File: config.mk
export PLATFORM = sky130hd
export DESIGN_NAME = carbon_core_p
export DESIGN_NICKNAME = d
export VERILOG_FILES = /design/src/rtl/carbon_core_p.sv
export SDC_FILE = /design/constraint.sdc
export NUM_CORES = 1
export LEC_CHECK = 0
export ABC_AREA = 1
export CORE_MARGIN = 8
export CORE_UTILIZATION = 55
export DETAILED_ROUTE_END_ITERATION = 6
export GPL_ROUTABILITY_DRIVEN = 0
export PLACE_DENSITY_LB_ADDON = 0.15
export SYNTH_ARGS = -nofsm -noshare
export SYNTH_HDL_FRONTEND = slang
export SYNTH_SLANG_ARGS = --single-unit
File: constraint.sdc
create_clock -name clk -period 3.2 [get_ports clk]
set_clock_uncertainty 0.05 [all_clocks]
set_input_delay 0.96 -clock clk [delete_from_list [all_inputs] [get_ports clk]]
set_output_delay 0.96 -clock clk [all_outputs]
set_load 0.005 [all_outputs]
File: src/rtl/carbon_core_p.sv
// carbon_core_p: small accumulator processor with a two-cycle fetch/execute loop.
// It has valid/ready input and output ports and a bounded return-address stack.
// Any fault, such as an illegal opcode or a stack overflow or underflow, parks the
// core in HALT with err set. Only reset leaves HALT.
module carbon_core_p #(
    parameter int DATA_W      = 8,
    parameter int PC_W        = 8,
    parameter int STACK_DEPTH = 4
) (
    input  logic              clk,
    input  logic              rst,
    output logic [PC_W-1:0]   pc_o,
    input  logic [DATA_W+3:0] inst,
    input  logic [DATA_W-1:0] di,
    input  logic              di_valid,
    output logic              di_ready,
    output logic [DATA_W-1:0] do_o,
    output logic              do_valid,
    input  logic              do_ready,
    output logic              halted,
    output logic              err
);

    localparam int SP_W = $clog2(STACK_DEPTH + 1);

    localparam logic [3:0] OP_NOP  = 4'h0;
    localparam logic [3:0] OP_LDI  = 4'h1;
    localparam logic [3:0] OP_ADDI = 4'h2;
    localparam logic [3:0] OP_SUBI = 4'h3;
    localparam logic [3:0] OP_ANDI = 4'h4;
    localparam logic [3:0] OP_ORI  = 4'h5;
    localparam logic [3:0] OP_XORI = 4'h6;
    localparam logic [3:0] OP_IN   = 4'h7;
    localparam logic [3:0] OP_OUT  = 4'h8;
    localparam logic [3:0] OP_JMP  = 4'h9;
    localparam logic [3:0] OP_JZ   = 4'hA;
    localparam logic [3:0] OP_JN   = 4'hB;
    localparam logic [3:0] OP_CALL = 4'hC;
    localparam logic [3:0] OP_RET  = 4'hD;
    localparam logic [3:0] OP_HALT = 4'hE;

    typedef enum logic [2:0] {
        S_FETCH,
        S_EXEC,
        S_WAIT_IN,
        S_WAIT_OUT,
        S_HALT
    } state_t;

    state_t              state_q, state_d;
    logic [PC_W-1:0]     pc_q, pc_d;
    logic [DATA_W-1:0]   acc_q, acc_d;
    logic [DATA_W+3:0]   ir_q, ir_d;
    logic [SP_W-1:0]     sp_q, sp_d;
    logic [PC_W-1:0]     stack_q [STACK_DEPTH];
    logic [PC_W-1:0]     stack_d [STACK_DEPTH];
    logic [DATA_W-1:0]   do_q, do_d;
    logic                do_valid_q, do_valid_d;
    logic                halted_q, halted_d;
    logic                err_q, err_d;

    logic [3:0]          op;
    logic [DATA_W-1:0]   imm;
    logic [PC_W-1:0]     target;
    logic [PC_W-1:0]     pc_inc;
    logic                zero_flag;
    logic                neg_flag;
    logic                stack_full;
    logic                stack_empty;
    logic [PC_W-1:0]     stack_top;

    // Decode fields of the held instruction, and derive the flags and stack status.
    always_comb begin
        op          = ir_q[DATA_W+3:DATA_W];
        imm         = ir_q[DATA_W-1:0];
        target      = imm[PC_W-1:0];
        pc_inc      = pc_q + PC_W'(1);
        zero_flag   = (acc_q == '0);
        neg_flag    = acc_q[DATA_W-1];
        stack_full  = (sp_q == SP_W'(STACK_DEPTH));
        stack_empty = (sp_q == '0);
        stack_top   = '0;
        for (int i = 0; i < STACK_DEPTH; i++) begin
            if (sp_q == SP_W'(i + 1)) begin
                stack_top = stack_q[i];
            end
        end
    end

    // Next-state logic: every register holds unless the current state and opcode update it.
    always_comb begin
        state_d    = state_q;
        pc_d       = pc_q;
        acc_d      = acc_q;
        ir_d       = ir_q;
        sp_d       = sp_q;
        stack_d    = stack_q;
        do_d       = do_q;
        do_valid_d = do_valid_q;
        halted_d   = halted_q;
        err_d      = err_q;
        di_ready   = 1'b0;

        case (state_q)
            S_FETCH: begin
                ir_d    = inst;
                state_d = S_EXEC;
            end

            S_EXEC: begin
                state_d = S_FETCH;
                pc_d    = pc_inc;
                case (op)
                    OP_NOP:  ;
                    OP_LDI:  acc_d = imm;
                    OP_ADDI: acc_d = acc_q + imm;
                    OP_SUBI: acc_d = acc_q - imm;
                    OP_ANDI: acc_d = acc_q & imm;
                    OP_ORI:  acc_d = acc_q | imm;
                    OP_XORI: acc_d = acc_q ^ imm;
                    OP_IN: begin
                        di_ready = 1'b1;
                        if (di_valid) begin
                            acc_d = di;
                        end else begin
                            pc_d    = pc_q;
                            state_d = S_WAIT_IN;
                        end
                    end
                    OP_OUT: begin
                        do_d       = acc_q;
                        do_valid_d = 1'b1;
                        pc_d       = pc_q;
                        state_d    = S_WAIT_OUT;
                    end
                    OP_JMP: pc_d = target;
                    OP_JZ: begin
                        if (zero_flag) begin
                            pc_d = target;
                        end
                    end
                    OP_JN: begin
                        if (neg_flag) begin
                            pc_d = target;
                        end
                    end
                    OP_CALL: begin
                        if (stack_full) begin
                            pc_d     = pc_q;
                            halted_d = 1'b1;
                            err_d    = 1'b1;
                            state_d  = S_HALT;
                        end else begin
                            for (int i = 0; i < STACK_DEPTH; i++) begin
                                if (sp_q == SP_W'(i)) begin
                                    stack_d[i] = pc_inc;
                                end
                            end
                            sp_d = sp_q + SP_W'(1);
                            pc_d = target;
                        end
                    end
                    OP_RET: begin
                        if (stack_empty) begin
                            pc_d     = pc_q;
                            halted_d = 1'b1;
                            err_d    = 1'b1;
                            state_d  = S_HALT;
                        end else begin
                            pc_d = stack_top;
                            sp_d = sp_q - SP_W'(1);
                        end
                    end
                    OP_HALT: begin
                        pc_d     = pc_q;
                        halted_d = 1'b1;
                        err_d    = 1'b0;
                        state_d  = S_HALT;
                    end
                    default: begin
                        pc_d     = pc_q;
                        halted_d = 1'b1;
                        err_d    = 1'b1;
                        state_d  = S_HALT;
                    end
                endcase
            end

            S_WAIT_IN: begin
                di_ready = 1'b1;
                if (di_valid) begin
                    acc_d   = di;
                    pc_d    = pc_inc;
                    state_d = S_FETCH;
                end
            end

            S_WAIT_OUT: begin
                if (do_ready) begin
                    do_valid_d = 1'b0;
                    pc_d       = pc_inc;
                    state_d    = S_FETCH;
                end
            end

            S_HALT: ;

            default: state_d = S_FETCH;
        endcase
    end

    // Architectural registers, with a synchronous active-low reset that overrides everything else.
    always_ff @(posedge clk) begin
        if (!rst) begin
            state_q    <= S_FETCH;
            pc_q       <= '0;
            acc_q      <= '0;
            ir_q       <= '0;
            sp_q       <= '0;
            do_q       <= '0;
            do_valid_q <= 1'b0;
            halted_q   <= 1'b0;
            err_q      <= 1'b0;
        end else begin
            state_q    <= state_d;
            pc_q       <= pc_d;
            acc_q      <= acc_d;
            ir_q       <= ir_d;
            sp_q       <= sp_d;
            do_q       <= do_d;
            do_valid_q <= do_valid_d;
            halted_q   <= halted_d;
            err_q      <= err_d;
        end
    end

    // Stack contents need no reset; SP going to zero makes every stale entry unreachable.
    always_ff @(posedge clk) begin
        stack_q <= stack_d;
    end

    assign pc_o     = pc_q;
    assign do_o     = do_q;
    assign do_valid = do_valid_q;
    assign halted   = halted_q;
    assign err      = err_q;

endmodule

==> results.yml <==
setup_path:
  r2r_path_end: "acc_q[7]"
  crit_path_max_fanout: 10
  cp.arrival_ns: 1.89
  r2r_cells: 19
  worstSetupStartpointType: "flip-flop"
  r2r_slack_ns: 0.33
  critical_path_required_ns: 2.19
  criticalPathCategory: "reg -> out"
  worstSetupEndpointType: "output port"
  r2r-start: "ir_q[0]"
synth:
  synth.top_cells.by_count: "sky130_fd_sc_hd__nand2_1 (183), sky130_fd_sc_hd__inv_1 (86), sky130_fd_sc_hd__a21oi_1 (81), sky130_fd_sc_hd__o21ai_0 (80), sky130_fd_sc_hd__nor2_1 (66)"
  synth_most_common_cell: "sky130_fd_sc_hd__nand2_1"
  synthArstFlopShare: 0
  syn_nets: 819
  synth.largest_area_cell: "sky130_fd_sc_hd__edfxtp_1"
  synth.top_cells.by_area: "sky130_fd_sc_hd__edfxtp_1 (18%), sky130_fd_sc_hd__dfxtp_1 (17%), sky130_fd_sc_hd__nand2_1 (13%)"
  synth_seq_cells: 77
  dominantRegCellSynth: "sky130_fd_sc_hd__dfxtp_1"
  synth_cell_types: 39
  netlist.area_leader.share: 0.1830
  postSynthCellCount: 763
  post_synth.cell_area_avg_um2: 6.882
  synth_enable_flop_cells: 32
  netlist_area_um2: 5251
  ys_seq_area_frac: 0.3545
  synth_warn: 0
floorplanning:
  dieHeight_um: 113.7
  die_area_um2: 12930
  die_outline_width_um: 113.7
  initial_cell_density_of_the_core: 0.5683
  io-pin-count: 44
  floorplan.rows: 35
  coreArea_um2: 9240
timing:
  grt_setup_unrepaired: "no"
  min_period_ns: 2.897
  worst-slew-pin-transition_ns: 0.7381
  final.period_utilization: 0.9054
  timing.final.setup_violations: 0
  relSlewSlack: 0.5046
  setup-tns-final_ns: 0
  hold_violations: 0
  max_freq_mhz: 345.2
  timing.final.max_slew_violations: 0
clock_network:
  cts_num_sinks: 77
  post_cts_sizing_count: 0
  cts.clk_slew.worst_paths_ns: 0.09
  cts_buffers: 9
  cts_tree: "done"
  cts.root.buffer_cell: "sky130_fd_sc_hd__clkbuf_8"
  clkLatencyLatePin_ns: 0.37
  post_cts_hold_buffer_count: 0
  cts_max_path_buffers: 2
  post_cts_buffers: 0
  h-tree-depth: 3
detailed_routing:
  drc: 0
  detail-route-antenna-nets: 0
  dr.pass1.iters: 7
  drtIter0Drc: 722
  detail_route.vias_per_cell: 5.806
  detail_route.wl_per_cell_um: 16.92
  route.final.wire_length_mm: 15.96
  overall_via_count_from_detail_route: 5475
power_and_ir_drop:
  power.share.combinational: 0.310
  power.density_nw_per_um2: 449.9
  power.share.switching: 0.3846
  p_leak_nw: 2.687
  power.sequential.fraction: 0.428
  clkPwrFrac: 0.262
  ir_worst_vdd_v: 0.0002574
  total_internal_power_mw: 1.668
  power.net_switching_mw: 1.042
layout:
  drive_gt1_frac: 0.05774
  antennaDiodeCount: 0
  nFillCells: 854
  area_growth_synth_to_finish_pct: 14.72
  post_layout_net_count: 865
  design_area_um2: 6025
placement:
  port_buffers: 43
  dp.final_hpwl_mm: 11.76
  postPlaceCellArea_um2: 5843
worst_hold_path:
  hold_start: "halted"
  timing.hold.worst_endpoint: "halted"
  worst_hold_path.num_cells: 2
  hp-class: "reg -> reg"
global_route:
  vias_in_the_first_global_route: 5080
  grt_use_total: 0.2488
  grt_first_pass_wirelength_mm: 25.74
  grt_max_degree: 26
  number_of_antenna_violations_at_the_first_check_in_global_routing: 0
  grt-ovfl-total: 0
status:
  status: "complete, no violations"
job:
  max_cap_viol_count: 0
-- area by class of cell --
type | instances | area [um2] | share of cell area
multi-input cells | 568 | 2928 | 0.4860
repair buffers | 56 | 528.0 | 0.08764
well taps | 129 | 161.4 | 0.02679
inverters | 97 | 364.1 | 0.06044
clock inverters | 7 | 57.56 | 0.009553
clock buffers | 9 | 123.9 | 0.02056
flip-flops and latches | 77 | 1862 | 0.3090
-- how the worst max path moves through the flow --
stage               endpoint  cells after the start  startpoint  slack [ns]
floorplan           acc_q[7]                     19     ir_q[0]        0.80
global placement    acc_q[6]                      8    di_valid        0.18
detailed placement  acc_q[6]                      8    di_valid        0.09
CTS                 di_ready                      6    ir_q[10]        0.29
global route        acc_q[7]                     19     ir_q[0]         0.1
finish              di_ready                      7  state_q[1]        0.30
-- stage by stage --
step | std cells | util | setup WS [ns] | total power [mW] | hold slack (ns)
detailed placement | 927 | 0.6324 | 0.08801 | 1.990 | 0.3930
CTS | 943 | 0.6520 | 0.2940 | 2.687 | 0.4076
finish | 943 | 0.6520 | 0.3028 | 2.710 | 0.4040
global route | 943 | 0.6520 | 0.09770 | 2.856 | 0.4418
global placement | 927 | 0.6324 | 0.1850 | 1.959 | 0.3844
floorplan | 763 | - | 0.7966 | 1.723 | 0.3902
-- sequential cells by signal, indices dropped and copies added (netlist names) --
signal    cells
pc_o          8
sp_q          3
stack_q      32
err           1
do_o          8
do_valid      1
state_q       3
ir_q         12
halted        1
acc_q         8
-- placed cells by master, fill, tap and decap left out, drive strengths merged, types with 2 or more instances in the layout --
cell	Yosys	final
ha	31	31
dfxtp	45	45
nor3	9	9
or2	4	4
nand4	10	10
clkbuf	12	9
edfxtp	32	32
a21oi	81	81
clkdlybuf4s50	0	43
inv	92	95
buf	9	13
o21ai	84	84
xnor2	2	2
o22ai	4	4
nand3	53	53
nand2	186	186
clkinv	5	7
nor2	69	69
o21bai	3	3
a211oi	8	8
clkinvlp	0	2
nand3b	3	3
o211ai	6	6
xor2	7	7
-- layer usage --
layer / part of all wire / routed length (um) / vias to the layer above / track usage
met5: 0 / 0 / - / 0
met4: 0.038 / 609 / 0 / 0.1226
met3: 0.086 / 1380 / 54 / 0.04226
met2: 0.47 / 7551 / 285 / 0.4162
met1: 0.40 / 6418 / 2488 / 0.3029
li1: - / - / 2648 / -
-- logic make-up (layout without fill, tap and decap cells) --
group           after synthesis  count (layout)  synth area share
flops                        77              77            0.3545
simple gates                335             335            0.2683
fa+ha+maj                    32              32           0.07767
xor+xnor                      9               9           0.01501
buf+inv                     118             169           0.08792
compound gates              192             192            0.1966
-- critical path: stages, from the launching register on --
cell and delay, ns:
sky130_fd_sc_hd__dfxtp_1 0.34, sky130_fd_sc_hd__inv_1 0.06, sky130_fd_sc_hd__nor2_1 0.15, sky130_fd_sc_hd__inv_2 0.15, sky130_fd_sc_hd__nor2_4 0.12, sky130_fd_sc_hd__clkinv_1 0.09, sky130_fd_sc_hd__o21ai_2 0.08, sky130_fd_sc_hd__clkdlybuf4s50_1 0.53
-- power by group through the flow --
stage	sequential (mW)	clock [mW]	combinational, mW
2_1_floorplan	1.15	0	0.572
3_3_place_gp	1.18	0	0.780
3_5_place_dp	1.18	0	0.810
4_1_cts	1.16	0.714	0.817
5_1_grt	1.17	0.756	0.931
6_report	1.16	0.710	0.840
Note: power is estimated with default switching activity, not from simulation.
==> RTL edit 1, RTL diff (config.mk and constraints unchanged) <==
`pc_q`, `ir_q` and `do_q` no longer have a reset.
--- a/src/rtl/carbon_core_p.sv
+++ b/src/rtl/carbon_core_p.sv
@@ -215,7 +215,4 @@
             state_q    <= S_FETCH;
-            pc_q       <= '0;
             acc_q      <= '0;
-            ir_q       <= '0;
             sp_q       <= '0;
-            do_q       <= '0;
             do_valid_q <= 1'b0;
@@ -225,7 +222,4 @@
             state_q    <= state_d;
-            pc_q       <= pc_d;
             acc_q      <= acc_d;
-            ir_q       <= ir_d;
             sp_q       <= sp_d;
-            do_q       <= do_d;
             do_valid_q <= do_valid_d;
@@ -234,2 +228,8 @@
         end
+    end
+
+    always_ff @(posedge clk) begin
+        pc_q <= pc_d;
+        ir_q <= ir_d;
+        do_q <= do_d;
     end
Formal check against the unedited RTL: differs if rst is asserted again (counterexample within 4 cycles, from zero or initial values and one cycle with rst low); with rst held inactive, the same outputs for 4 cycles.
==> RTL edit 1 against the original RTL <==
  * Synthesized area fell by 5.0%
  * Sequential cell count did not move
  * Cell count fell by 17%
  * Critical path depth fell by 1
  * Maximum frequency fell by 1.5%
  * Final area fell by 4.0%
  * Largest power group unchanged
  * Hold slack improved by 30 ps
  * Wire length fell by 10%
  * Count of clock-buffer cells in the layout did not move
  * Worst setup slack got worse by 45 ps
  * Total power rose by 11%
  * Sequential share of layout area rose by 6.1 points
  * Via count fell by 15%
==> RTL edit 1: results (changes against the original RTL) <==
Detailed routing
  • Drt first pass iters: 6 (-1)
  • WL met3: 1550 um (+13%)
  • Met2 routed WL: 6420 um (-15%)
  • Vias per Instance: 5.95 (+2.4%)
  • Wl on met1: 6030 um (-6.0%)

Power
  • Total Power: 3000 uW (+11%)
  • Logic gate share of total power: 0.326 (+0.016)
  • Sw frac: 0.386 (+0.00186)
  • Peak VDD IR: 0.274 mV (+6.4%)
  • LEAKAGE: 0.00244 uW (-9.3%)

Worst setup path
  • Worst setup startpoint: ir_q[11]
  • Max FO, Critical Path: 4 (-6)

Final layout
  • Buffers outside the clock class: 57 (+1.8%)
  • Final #Nets: 729 (-16%)
  • Multi-input logic area: 2470 um2 (-16%)
  • Final Non-Filler Cells: 786 (-17%)
  • Fin util: 0.660 (+0.00777)
  • Inverters: 82 (-15%)
  • Multi-In Gates: 446 (-21%)
  • FFs & Latches: 77 (unchanged)

Placement
  • Cell Count Post-Placement: 767 (-17%)
  • Pre-CTS WS: 342 ps (+254 ps)

Die
  • Core Region: 8760 um2 (-5.2%)

Logic synthesis
  • Ys flop type: edfxtp_1
  • Post-synth EDFFs: 60 (+88%)
  • Seq/Total Area, Yosys: 0.430 (+0.0750)
  • Synth unique cells: 43 (+10%)

Global routing
  • First-pass GRT wire length: 23100 um (-10%)
  • Pin count of the biggest net entering global routing: 19 (-27%)
  • All-Layer GR Usage: 0.228 (-0.0206)

Outcome
  • Status: completed

STA
  • Max-slew headroom: 0.226 (-0.278)
  • Fin crit period: 2940 ps (+45.0 ps)
-- RTL edit 1: changes by cell type in the layout (fill, tap and decap cells not counted), moves of 5 or more --
cell / unedited run / this run
nand3_1: 53 / 39
edfxtp_1: 32 / 60
nand2_1: 183 / 128
dfxtp_1: 45 / 17
a22oi_1: 0 / 7
o21ai_0: 80 / 51
a211oi_1: 8 / 3
inv_1: 86 / 70
o21ai_1: 2 / 9
a21oi_1: 81 / 56
inv_2: 6 / 11
nor2_1: 66 / 49
-- RTL edit 1: worst min path at each step --
stage / slack [ps] / to / cells past startpoint / startpoint
3_5_place_dp: 420 / halted / 2 / halted
4_1_cts: 440 / halted / 2 / halted
2_1_floorplan: 410 / do_o[0] / 0 / acc_q[0]
6_report: 430 / halted / 2 / halted
3_3_place_gp: 400 / halted / 2 / halted
5_1_grt: 490 / halted / 2 / halted
-- RTL edit 1: timing repair --
| item | 4_1_cts | 5_1_grt |
|---|---|---|
| buffers inserted | 0 | 3 |
| setup endpoints to repair | 0 | 2 |
| resized for setup | 0 | 1 |
==> RTL edit 2, RTL diff (same flow settings) <==
Made on the original files. Change the parameter `STACK_DEPTH` from 4 to 2.
--- a/src/rtl/carbon_core_p.sv
+++ b/src/rtl/carbon_core_p.sv
@@ -7,3 +7,3 @@
     parameter int PC_W        = 8,
-    parameter int STACK_DEPTH = 4
+    parameter int STACK_DEPTH = 2
 ) (
Function: changed (Yosys sat finds a counterexample within 10 cycles, from zero or initial values and one cycle with rst low).
==> RTL edit 2 against the original RTL <==
  * Wire length decreased by 17%
  * Final area decreased by 17%
  * Total power down 11%
  * Synthesized area down 18%
  * Cell count is 17% lower
  * First-iteration DRC count is 28% lower
  * Worst setup slack worse by 140 ps
  * Largest cell class unchanged
  * Sequential cell count decreased by 17
  * Maximum frequency decreased by 4.7%
==> RTL edit 2: results (changes against the original RTL) <==
Outcome
  • Status: completed

Detailed routing
  • Drt first pass iters: 6 (-1)
  • DR iter-0 viols: 519 (-28%)

Logic synthesis
  • Dominant cells by area after synthesis: dfxtp_1 21%, nand2_1 12%, edfxtp_1 11%, a21oi_1 8.2%, ha_1 8.2%
  • Seq/Total Area, Yosys: 0.317 (-0.0374)
  • Post-synth EDFFs: 16 (-50%)
  • Seq cells post-synth: 60 (-22%)
  • Synth Area in Compound Gates: 0.212 (+0.0159)
  • Post-Synthesis Net Count: 684 (-16%)
  • Post-Synth XOR/XNOR Area: 0.0204 (+0.00539)
  • Mapped Avg Cell Area: 6.80 um2 (-1.1%)

STA
  • Max-slew headroom: 0.202 (-0.302)
  • Final hold slack: 415 ps (+11.4 ps)
  • Fin crit period: 3040 ps (+143 ps)

Worst setup path
  • Worst r2r path cells: 13 (-6)
  • Max FO, Critical Path: 6 (-4)
  • Worst path max stage delay: 580 ps (+50 ps)
  • Worst R2R End: acc_q[6]
  • WP data arrival: 2030 ps (+140 ps)
  • R2R Path Start: ir_q[9]
  • CP endpoint: di_ready

Final layout
  • Final #Nets: 726 (-16%)
  • Non-clock buffer share of cell area: 0.0979 (+0.0103)
  • Layout fillers: 696 (-19%)
  • Sequential share of cell area: 0.272 (-0.0373)
  • Design area: 5010 um2 (-17%)
  • Final Non-Filler Cells: 780 (-17%)
  • Multi-input logic area: 2480 um2 (-15%)
  • Inverters: 88 (-9.3%)
  • Clock network area share: 0.0430 (+0.0128)
  • Buffers outside the clock class: 51 (-8.9%)
  • Multi-In Gates: 463 (-18%)
  • Layout cell share with drive strength beyond 1: 0.0841 (+0.0263)

Clock network
  • Clk slew on worst S/H paths: 70 ps (-20 ps)

Power
  • Peak VDD IR: 0.284 mV (+10%)
  • Sw frac: 0.362 (-0.0230)
  • LEAKAGE: 0.00228 uW (-15%)

Min path
  • Hold path start: do_valid
  • WHS Endpoint: do_valid

Global routing
  • Vias in the first global route: 4316 (-15%)
  • Pin count of the biggest net entering global routing: 31 (+19%)
  • First-pass GRT wire length: 21500 um (-17%)

Placement
  • Cell Count Post-Placement: 764 (-18%)
  • Hpwl dp: 9830 um (-16%)
  • Placed cell area: 4790 um2 (-18%)

Die
  • Die width: 104 um (-8.2%)
==> RTL edit 2: cell types whose count changed after synthesis, sizes merged, moves of 4 or more <==
| cell | before | now |
|---|---|---|
| nand2 | 186 | 152 |
| edfxtp | 32 | 16 |
| a21oi | 81 | 70 |
| nand3 | 53 | 38 |
| inv | 92 | 86 |
| clkbuf | 12 | 8 |
| nor2 | 69 | 45 |
| o211ai | 6 | 1 |
| o21ai | 84 | 80 |
| nand4 | 10 | 6 |
==> RTL edit 2: power groups by stage <==
stage / combinational (uW) / clock [uW] / sequential (uW)
5_1_grt: 826 / 798 / 919
4_1_cts: 726 / 764 / 909
3_5_place_dp: 719 / 0 / 925
2_1_floorplan: 511 / 0 / 900
6_report: 740 / 763 / 912
3_3_place_gp: 701 / 0 / 922
==> RTL edit 2: routing by layer <==
layer  GRT usage  vias to the layer above  share of wire
met3      0.0607                       38          0.098
met4       0.128                        0          0.039
met5           0                        -              0
li1            -                     2162              -
met2       0.372                      241           0.44
met1       0.310                     2052           0.43
